==> src/rtl/vip_box_pkg.sv <==
// Shared box format for the target-box overlay: detector field layout, packed view and colours.
// Used by vip_target_box_overlay and vip_box_hit (optional VIP_BOX_CROSSHAIR_EN lives there).
package vip_box_pkg;

   localparam int BOX_W       = 43;
   localparam int BOX_FLAG    = 42;
   localparam int BOX_YMAX_HI = 41;
   localparam int BOX_YMAX_LO = 32;
   localparam int BOX_XMAX_HI = 31;
   localparam int BOX_XMAX_LO = 21;
   localparam int BOX_YMIN_HI = 20;
   localparam int BOX_YMIN_LO = 11;
   localparam int BOX_XMIN_HI = 10;
   localparam int BOX_XMIN_LO = 0;

   localparam logic [23:0] COLOR1_DEF = 24'hFF0000;
   localparam logic [23:0] COLOR2_DEF = 24'h00FF00;

   typedef struct packed {
      logic        flag;
      logic [9:0]  ymax;
      logic [10:0] xmax;
      logic [9:0]  ymin;
      logic [10:0] xmin;
   } box_t;

   function automatic box_t box_unpack(input logic [BOX_W-1:0] v);
      box_t b;
      b.flag = v[BOX_FLAG];
      b.ymax = v[BOX_YMAX_HI:BOX_YMAX_LO];
      b.xmax = v[BOX_XMAX_HI:BOX_XMAX_LO];
      b.ymin = v[BOX_YMIN_HI:BOX_YMIN_LO];
      b.xmin = v[BOX_XMIN_HI:BOX_XMIN_LO];
      return b;
   endfunction

endpackage

==> src/rtl/vip_box_hit.sv <==
// Border hit test for one shadowed box against the stage-1 pixel coordinate, registered once.
// With VIP_BOX_CROSSHAIR_EN defined it also flags a 1-pixel crosshair through the box centre.
module vip_box_hit
   import vip_box_pkg::*;
(
   input  logic        clk,
   input  logic        rst_n,
   input  box_t        box,
   input  logic [10:0] x,
   input  logic [9:0]  y,
   input  logic [3:0]  thick,
   output logic        hit
`ifdef VIP_BOX_CROSSHAIR_EN
   ,
   output logic        hit_cross
`endif
);

   // Everything widened to 12 bits so xmax+T etc. cannot wrap; no subtraction is needed.
   logic [11:0] x12, y12, xmin12, xmax12, ymin12, ymax12, t12;
   logic        in_box, on_edge;

   assign x12    = {1'b0, x};
   assign y12    = {2'b0, y};
   assign xmin12 = {1'b0, box.xmin};
   assign xmax12 = {1'b0, box.xmax};
   assign ymin12 = {2'b0, box.ymin};
   assign ymax12 = {2'b0, box.ymax};
   assign t12    = {8'b0, thick};

   assign in_box  = box.flag & (xmin12 <= x12) & (x12 <= xmax12)
                             & (ymin12 <= y12) & (y12 <= ymax12);
   assign on_edge = (x12 < xmin12 + t12) | (x12 + t12 > xmax12)
                  | (y12 < ymin12 + t12) | (y12 + t12 > ymax12);

   always_ff @(posedge clk or negedge rst_n) begin
      if (!rst_n) hit <= 1'b0;
      else        hit <= in_box & on_edge;
   end

`ifdef VIP_BOX_CROSSHAIR_EN
   logic [10:0] cx;
   logic [9:0]  cy;

   // The shadow box only changes at frame start, so the centre settles one cycle after the load.
   always_ff @(posedge clk or negedge rst_n) begin
      if (!rst_n) begin
         cx        <= '0;
         cy        <= '0;
         hit_cross <= 1'b0;
      end else begin
         cx        <= 11'((xmin12 + xmax12) >> 1);
         cy        <= 10'((ymin12 + ymax12) >> 1);
         hit_cross <= box.flag & (((x == cx) & (ymin12 <= y12) & (y12 <= ymax12))
                                | ((y == cy) & (xmin12 <= x12) & (x12 <= xmax12)));
      end
   end
`endif

endmodule

==> src/rtl/vip_target_box_overlay.sv <==
// Draws the two detector boxes onto the RGB stream with a fixed 2-cycle pipeline.
// Define VIP_BOX_CROSSHAIR_EN to add a centre crosshair per box.
module vip_target_box_overlay
   import vip_box_pkg::*;
#(
   parameter logic [10:0]       IMG_HDISP = 11'd1280,
   parameter logic [9:0]        IMG_VDISP = 10'd720,
   parameter int                DATA_W    = 24,
   parameter int                BOX_THICK = 2,
   parameter logic [DATA_W-1:0] COLOR1    = COLOR1_DEF,
   parameter logic [DATA_W-1:0] COLOR2    = COLOR2_DEF
) (
   input  logic              clk,
   input  logic              rst_n,
   input  logic              per_frame_vsync,
   input  logic              per_frame_href,
   input  logic              per_frame_clken,
   input  logic [DATA_W-1:0] per_img_data,
   input  logic [BOX_W-1:0]  target_pos_in1,
   input  logic [BOX_W-1:0]  target_pos_in2,
   input  logic              overlay_en,
   output logic              post_frame_vsync,
   output logic              post_frame_href,
   output logic              post_frame_clken,
   output logic [DATA_W-1:0] post_img_data
);

   if (IMG_HDISP == 11'd0 || IMG_VDISP == 10'd0) begin : g_bad_geometry
      $error("vip_target_box_overlay: image geometry must be non-zero");
   end

   logic              vs_prev, vs_rise;
   box_t              box_sh1, box_sh2;
   logic [10:0]       x_cnt, s1_x;
   logic [9:0]        y_cnt, s1_y;
   logic              s1_vs, s1_hs, s1_ck, s1_en;
   logic              s2_vs, s2_hs, s2_ck, s2_en;
   logic [DATA_W-1:0] s1_data, s2_data;
   logic              hit1, hit2, draw1, draw2;

   assign vs_rise = per_frame_vsync & ~vs_prev;

   // vs_prev resets high so releasing reset inside a frame is not mistaken for a frame start.
   always_ff @(posedge clk or negedge rst_n) begin
      if (!rst_n) begin
         vs_prev <= 1'b1;
         box_sh1 <= '0;
         box_sh2 <= '0;
      end else begin
         vs_prev <= per_frame_vsync;
         if (vs_rise) begin
            box_sh1 <= box_unpack(target_pos_in1);
            box_sh2 <= box_unpack(target_pos_in2);
         end
      end
   end

   always_ff @(posedge clk or negedge rst_n) begin
      if (!rst_n) begin
         x_cnt <= '0;
         y_cnt <= '0;
      end else if (!per_frame_vsync) begin
         x_cnt <= '0;
         y_cnt <= '0;
      end else begin
         if (!per_frame_href)
            x_cnt <= '0;
         else if (per_frame_clken && x_cnt != 11'h7FF)
            x_cnt <= x_cnt + 11'd1;
         if (s1_hs && !per_frame_href && y_cnt != 10'h3FF)
            y_cnt <= y_cnt + 10'd1;
      end
   end

   always_ff @(posedge clk or negedge rst_n) begin
      if (!rst_n) begin
         s1_vs   <= 1'b0;
         s1_hs   <= 1'b0;
         s1_ck   <= 1'b0;
         s1_en   <= 1'b0;
         s1_data <= '0;
         s1_x    <= '0;
         s1_y    <= '0;
         s2_vs   <= 1'b0;
         s2_hs   <= 1'b0;
         s2_ck   <= 1'b0;
         s2_en   <= 1'b0;
         s2_data <= '0;
      end else begin
         s1_vs   <= per_frame_vsync;
         s1_hs   <= per_frame_href;
         s1_ck   <= per_frame_clken;
         s1_en   <= overlay_en;
         s1_data <= per_img_data;
         s1_x    <= x_cnt;
         s1_y    <= y_cnt;
         s2_vs   <= s1_vs;
         s2_hs   <= s1_hs;
         s2_ck   <= s1_ck;
         s2_en   <= s1_en;
         s2_data <= s1_data;
      end
   end

`ifdef VIP_BOX_CROSSHAIR_EN
   logic hit1_c, hit2_c;
   assign draw1 = hit1 | hit1_c;
   assign draw2 = hit2 | hit2_c;
`else
   assign draw1 = hit1;
   assign draw2 = hit2;
`endif

   vip_box_hit u_hit1 (
      .clk      (clk),
      .rst_n    (rst_n),
      .box      (box_sh1),
      .x        (s1_x),
      .y        (s1_y),
      .thick    (4'(BOX_THICK)),
      .hit      (hit1)
`ifdef VIP_BOX_CROSSHAIR_EN
      ,
      .hit_cross(hit1_c)
`endif
   );

   vip_box_hit u_hit2 (
      .clk      (clk),
      .rst_n    (rst_n),
      .box      (box_sh2),
      .x        (s1_x),
      .y        (s1_y),
      .thick    (4'(BOX_THICK)),
      .hit      (hit2)
`ifdef VIP_BOX_CROSSHAIR_EN
      ,
      .hit_cross(hit2_c)
`endif
   );

   assign post_frame_vsync = s2_vs;
   assign post_frame_href  = s2_hs;
   assign post_frame_clken = s2_ck;
   assign post_img_data    = (s2_ck && s2_en && draw1) ? COLOR1 :
                             (s2_ck && s2_en && draw2) ? COLOR2 : s2_data;

endmodule

==> config.mk <==
export PLATFORM = sky130hd
export DESIGN_NAME = vip_target_box_overlay
export DESIGN_NICKNAME = d
export VERILOG_FILES = /design/src/rtl/vip_box_pkg.sv /design/src/rtl/vip_box_hit.sv /design/src/rtl/vip_target_box_overlay.sv
export SDC_FILE = /design/constraint.sdc
export NUM_CORES = 1
export LEC_CHECK = 0
export ABC_AREA = 0
export BUFFER_PORTS_ARGS = -buffer_cell sky130_fd_sc_hd__buf_2
export CELL_PAD_IN_SITES_DETAIL_PLACEMENT = 0
export CELL_PAD_IN_SITES_GLOBAL_PLACEMENT = 1
export CORE_AREA = 3 3 166 168
export DETAILED_ROUTE_END_ITERATION = 12
export DIE_AREA = 0 0 169 171
export PLACE_DENSITY_LB_ADDON = 0.1
export SYNTH_ARGS = -nofsm -noshare
export SYNTH_HDL_FRONTEND = slang
export SYNTH_SLANG_ARGS = --single-unit
==> constraint.sdc <==
create_clock -name clk -period 2.3 [get_ports clk]
set_clock_uncertainty 0.15 [all_clocks]
set_input_delay 0.345 -clock clk [delete_from_list [all_inputs] [get_ports clk]]
set_output_delay 0.345 -clock clk [all_outputs]
set_load 0.02 [all_outputs]
# Yosys cells after proc, flatten, opt, wreduce, memory -nomap -nowiden
# Index checks and enable logic that the tools add are counted.
# totals
register_bits,187
input_bits,116
out_inout_bits,27
word_cells,87
# classes
addsub,8
magnitude_cmp,16
n_eq_ne,4
mux,7
n_bitwise,18
reduce_logical,7
# op_table
operator,n
2-to-1 mux 24 bit,2
less-or-equal comparator 11 bit,4
less-or-equal comparator 10 bit,4
"adder 11 x 2 -> 12 bit, second input constant",3
"adder 10 x 2 -> 11 bit, second input constant",3
2-to-1 mux 11 bit,3
greater-than comparator 12 x 10 -> 1 bit,2
greater-than comparator 12 x 11 -> 1 bit,2
< comparator 10 x 12 -> 1 bit,2
< comparator 11 x 12 -> 1 bit,2
2-to-1 mux 10 bit,2
"adder 11 x 1 -> 11 bit, second input constant",1
bitwise AND 1 bit,11
"!= test 11 bit, second input constant",1
"adder 10 x 1 -> 10 bit, second input constant",1
"!= test 10 bit, second input constant",1
logical AND 1 bit,6
bitwise OR 1 bit,6
"!= test 3 x 2 -> 1 bit, second input constant",1
"!= test 2 x 1 -> 1 bit, second input constant",1
zero test 1 bit,1
inverter 1 bit,1

# Depth between registers and ports, before layout
# logic_depth
ltp_word,6
ltp_mapped,11
mapped_depth_nobuf,11

# By module
# Synthesis repeated with hierarchy kept, for this count alone.
# hier_totals
cells_unflattened,1154
area_unflattened_um2,12345.6
# modules_own_cells
module,instances,cells_each,area_each_um2,seq_area_each_um2
vip_target_box_overlay,1,415,6503.7,4630.7
vip_box_hit at u_hit2,1,370,2926.6,25.0
vip_box_hit at u_hit1,1,369,2915.3,25.0

# Worst setup path after synthesis
# No wires, ideal clock.
# synth_timing
path_type,register to register
start,register s1_x[2]
end,register u_hit1.hit
setup_time_ns,0.136
t_arrival_ns,2.164
t_required_ns,2.014
slack_ns,-0.149
stages_incl_launch_ff,12
path_buffers,0
period_less_slack_ns,2.449
path_cell_list,dfrtp_1 -> ha_1 -> nand4_1 -> nor2_1 -> xnor2_1 -> ha_1 -> a21o_1 -> a21oi_1 -> o21ai_0 -> o31ai_1 -> o31a_1 -> a211oi_1
# synth_via
elab_chain_cells,6
word_cells_on_any_way,13
classes_between,add/sub: 1; order compare: 4; bitwise: 8
# synth_rtl
item,line,text
start: declaration,vip_target_box_overlay.sv:34,"logic [10:0] x_cnt, s1_x;"
start signal: assignment,vip_target_box_overlay.sv:95,s1_x <= x_cnt;
adder 11 x 2 -> 12 bit or less-or-equal comparator 11 bit (tied branches),"vip_box_hit.sv:33, vip_box_hit.sv:31",
greater-than comparator 12 x 11 -> 1 bit or bitwise AND 1 bit (tied branches),"vip_box_hit.sv:33, vip_box_hit.sv:31",
bitwise OR 1 bit or bitwise AND 1 bit (tied branches),"vip_box_hit.sv:33, vip_box_hit.sv:31",
bitwise OR 1 bit or bitwise AND 1 bit (tied branches) (2 in a row),"vip_box_hit.sv:34, vip_box_hit.sv:32",
bitwise AND 1 bit (*),vip_box_hit.sv:38,else hit <= in_box & on_edge;
end signal: assignment,vip_box_hit.sv:38,
end: declaration,vip_box_hit.sv:12,output logic hit
# Mark *: on every way between the ends. The rest lies on a longest branch, timed or not.
# A chain may end at the register's enable or synchronous reset.

# Worst setup path in the final report
# layout_timing
start,register s1_x[1]
end,register u_hit1.hit
# The elaborated chain is that of the path after synthesis.

==> reports/qor.yml <==
placed_design:
  place_ws_ns: -0.422
  dp_hpwl_um: 23000
  port_buffers: 142
  post_dp_cell_area_um2: 13100
  gp_congestion: 0.878
  dp.cells: 1633
sta:
  hold_violations: 0
  drv_slew: 0
  maxSlewHeadroom_pct: 65.8
  setup_viol: 2
  final.setup.worst_slack_ns: -0.305
  post-route-min-period_ns: 2.61
  worst_slew_pin_slew_ns: 0.506
  period_share_pct: 113
  rsz0062_at_grt: "true"
  max_freq_mhz: 384
floorplan:
  die_h_um: 171
  coreArea_um2: 26100
  io_pins: 143
  row_count: 59
  fp.dieArea_um2: 28900
  start_util_pct: 41.8
  die_w_um: 169
layout:
  nNetsFinal: 1720
  design_area_um2: 15000
  drive_gt1_share_pct: 27.5
  multi_input_area_um2: 6000
  final_cells: 1780
  num_antenna_cells: 0
  final_common_cell: "dfrtp_1"
  most-common-layout-cells: "dfrtp_1, ha_1, buf_2, buf_4, dlygate4sd3_1"
  seq_area_um2: 4680
  fin_util_pct: 57.4
  nFillCells: 2329
  area_growth_pct: 37.4
synth:
  netlist_area_um2: 10900
  ys_ff_latch: 187
  postSynthAreaPerCell_um2: 10.5
  synth_cells: 1038
  synth-edff-count: 0
  ys_seq_area_share_pct: 43.0
  async_reset_ff_share_pct: 100
  synth_nets: 1326
  ys_warn_count: 0
  synth_cell_type_count: 58
  synth_ff_type: "dfrtp_1"
routing:
  vias: 8967
  post_drt_wl_per_cell_um: 16.9
  viasPerCell: 5.04
  routed_wl_um: 30100
  first_iter_violations: 509
  antenna_left: 0
  detail_route.drc_violations: 0
  drt_first_pass_iters: 5
global_route:
  gr-total-overflow: 0
  antenna_found_initial: 0
  grt_first_pass_wirelength_um: 48800
  grt.total_usage_pct: 21.5
  grt_start_max_net_pins: 54
  first_global_vias: 9108
power:
  total_power_mw: 8.88
  power.density_nw_per_um2: 593
  p_leak_nw: 7.23
  peakVddDrop_v: 0.000432
worst_setup_path:
  end_kind: "flip-flop"
  reg2reg_slack_ns: -0.31
  cp.required_ns: 2.47
  crit_chain: "ha_4 > nand4_1 > nor2_1 > xnor2_1 > ha_1 > a21o_1 > a21oi_2 > o21ai_1 > o31ai_1 > buf_4 > o31a_1 > a211oi_2"
  worstPathMaxFanout: 3
  arrival_ns: 2.77
  r2r_cells: 12
  cp_num_buf_inv: 1
  cpLargestDelayFamily: "compound AO/OA/AOI/OAI gates"
  cpPeakStageDelay_ns: 0.44
  slowest_stage: "dfrtp_2"
  cp-start-kind: "flip-flop"
  criticalPathCategory: "reg2reg"
  r2r-end: "u_hit1.hit$_DFF_PN0_"
  r2r-start: "s1_x[1]$_DFF_PN0_"
clock_network:
  clkTransAtPathRegs_ns: 0.08
  clock_latency_ns: 0.44
  cts_sinks: 187
  htree_levels: 4
  cts_tree: "done"
  cts_buffers: 17
  root_buffer: "clkbuf_16"
  cts_buffer_depth: 2
status:
  status: "finished with violations"
  violations: "setup timing"
min_path:
  holdPathStages: 3
  hold_end: "box_sh1[30]$_DFFE_PN0P_"
  hold_path_class: "in2reg"
  hp-start: "target_pos_in1[30]"
job:
  drv_cap: 0
kinds of logic (layout without fill, tap and decap cells):
kind of cell             count (synthesis)  count (layout)  synth area share (%)
AND/OR/NAND/NOR                        280             280                  12.8
AO/OA/AOI/OAI                          197             197                  11.5
flip-flops                             187             187                  43.0
adder cells (fa/ha/maj)                172             172                  19.8
buffers and inverters                   95             502                  3.30
XOR/XNOR                                60              60                  4.82
multiplexers                            47              47                  4.84
sequential cells by signal, summed over array words and instances, names as in the netlist, 10 cells and up:
signal   flops
box_sh1     43
box_sh2     43
s1_data     24
s2_data     24
s1_x        11
x_cnt       11
s1_y        10
y_cnt       10
Yosys cell counts (all sizes together), types with 16 or more instances:
cell type / number / area, um^2
a211oi: 18 / 135
nand2: 92 / 345
nand3: 55 / 275
mux2: 45 / 507
nand4: 29 / 196
and3: 23 / 149
xor2: 31 / 272
a21oi: 42 / 210
ha: 172 / 2150
xnor2: 29 / 254
clkbuf: 16 / 60.1
nor2: 34 / 128
dfrtp: 186 / 4650
o21ai: 68 / 340
inv: 75 / 282
worst reg2reg max path: stages, from the launching register on:
cell	delay, ns
dfrtp_2	0.44
ha_4	0.17
nand4_1	0.11
nor2_1	0.07
xnor2_1	0.21
ha_1	0.29
a21o_1	0.17
a21oi_2	0.13
o21ai_1	0.08
o31ai_1	0.23
buf_4	0.17
o31a_1	0.19
a211oi_2	0.08
metal layers:
metal,global-route usage [%],vias to the layer above,part of all wire [%]
met4,5.19,0,1.4
met3,3.10,25,3.6
met5,0,-,0
met1,30.7,4240,49
met2,34.9,184,46
li1,-,4518,-
per-stage QoR:
| step | hold slack (ns) | setup TNS [ns] |
|---|---|---|
| floorplan | -0.101 | -0.0454 |
| global placement | 0.177 | -0.635 |
| detailed placement | 0.181 | -0.741 |
| CTS | 0.00542 | -0.576 |
| global route | 0.0154 | -0.703 |
| finish | 0.0130 | -0.485 |
layout make-up:
type,count,share of cell area [%]
timing repair buffer,395,19.7
clock buffer,17,2.84
clock inverter,15,1.34
sequential,187,31.3
multi-input combinational,756,40.1
tap,335,2.80
inverter,75,1.91
where the power goes:
part | internal [mW] | switching [mW] | leakage [nW]
clock | 1.58 | 1.52 | 0.304
sequential | 3.55 | 0.147 | 2.30
combinational | 1.02 | 1.06 | 4.62
what timing repair did:
item                                    in CTS  in global routing
gates resized for setup                     13                 11
endpoints found under the hold margin      148                  0
endpoints found under the setup margin       2                  2
hold buffers                               107                  0
pin swaps                                   13                  7
setup buffers                                4                  5
worst max-delay path by stage:
stage / from / to / slack (ns) / cells after the start
floorplan: s1_x[1]$_DFF_PN0_ / u_hit1.hit$_DFF_PN0_ / -0.05 / 11
global placement: s1_x[1]$_DFF_PN0_ / u_hit1.hit$_DFF_PN0_ / -0.39 / 12
detailed placement: s1_x[1]$_DFF_PN0_ / u_hit1.hit$_DFF_PN0_ / -0.42 / 12
CTS: s1_x[1]$_DFF_PN0_ / u_hit1.hit$_DFF_PN0_ / -0.40 / 12
global route: s1_x[1]$_DFF_PN0_ / u_hit1.hit$_DFF_PN0_ / -0.42 / 12
finish: s1_x[1]$_DFF_PN0_ / u_hit1.hit$_DFF_PN0_ / -0.31 / 12
No activity file was read; power rests on OpenSTA's default activity.
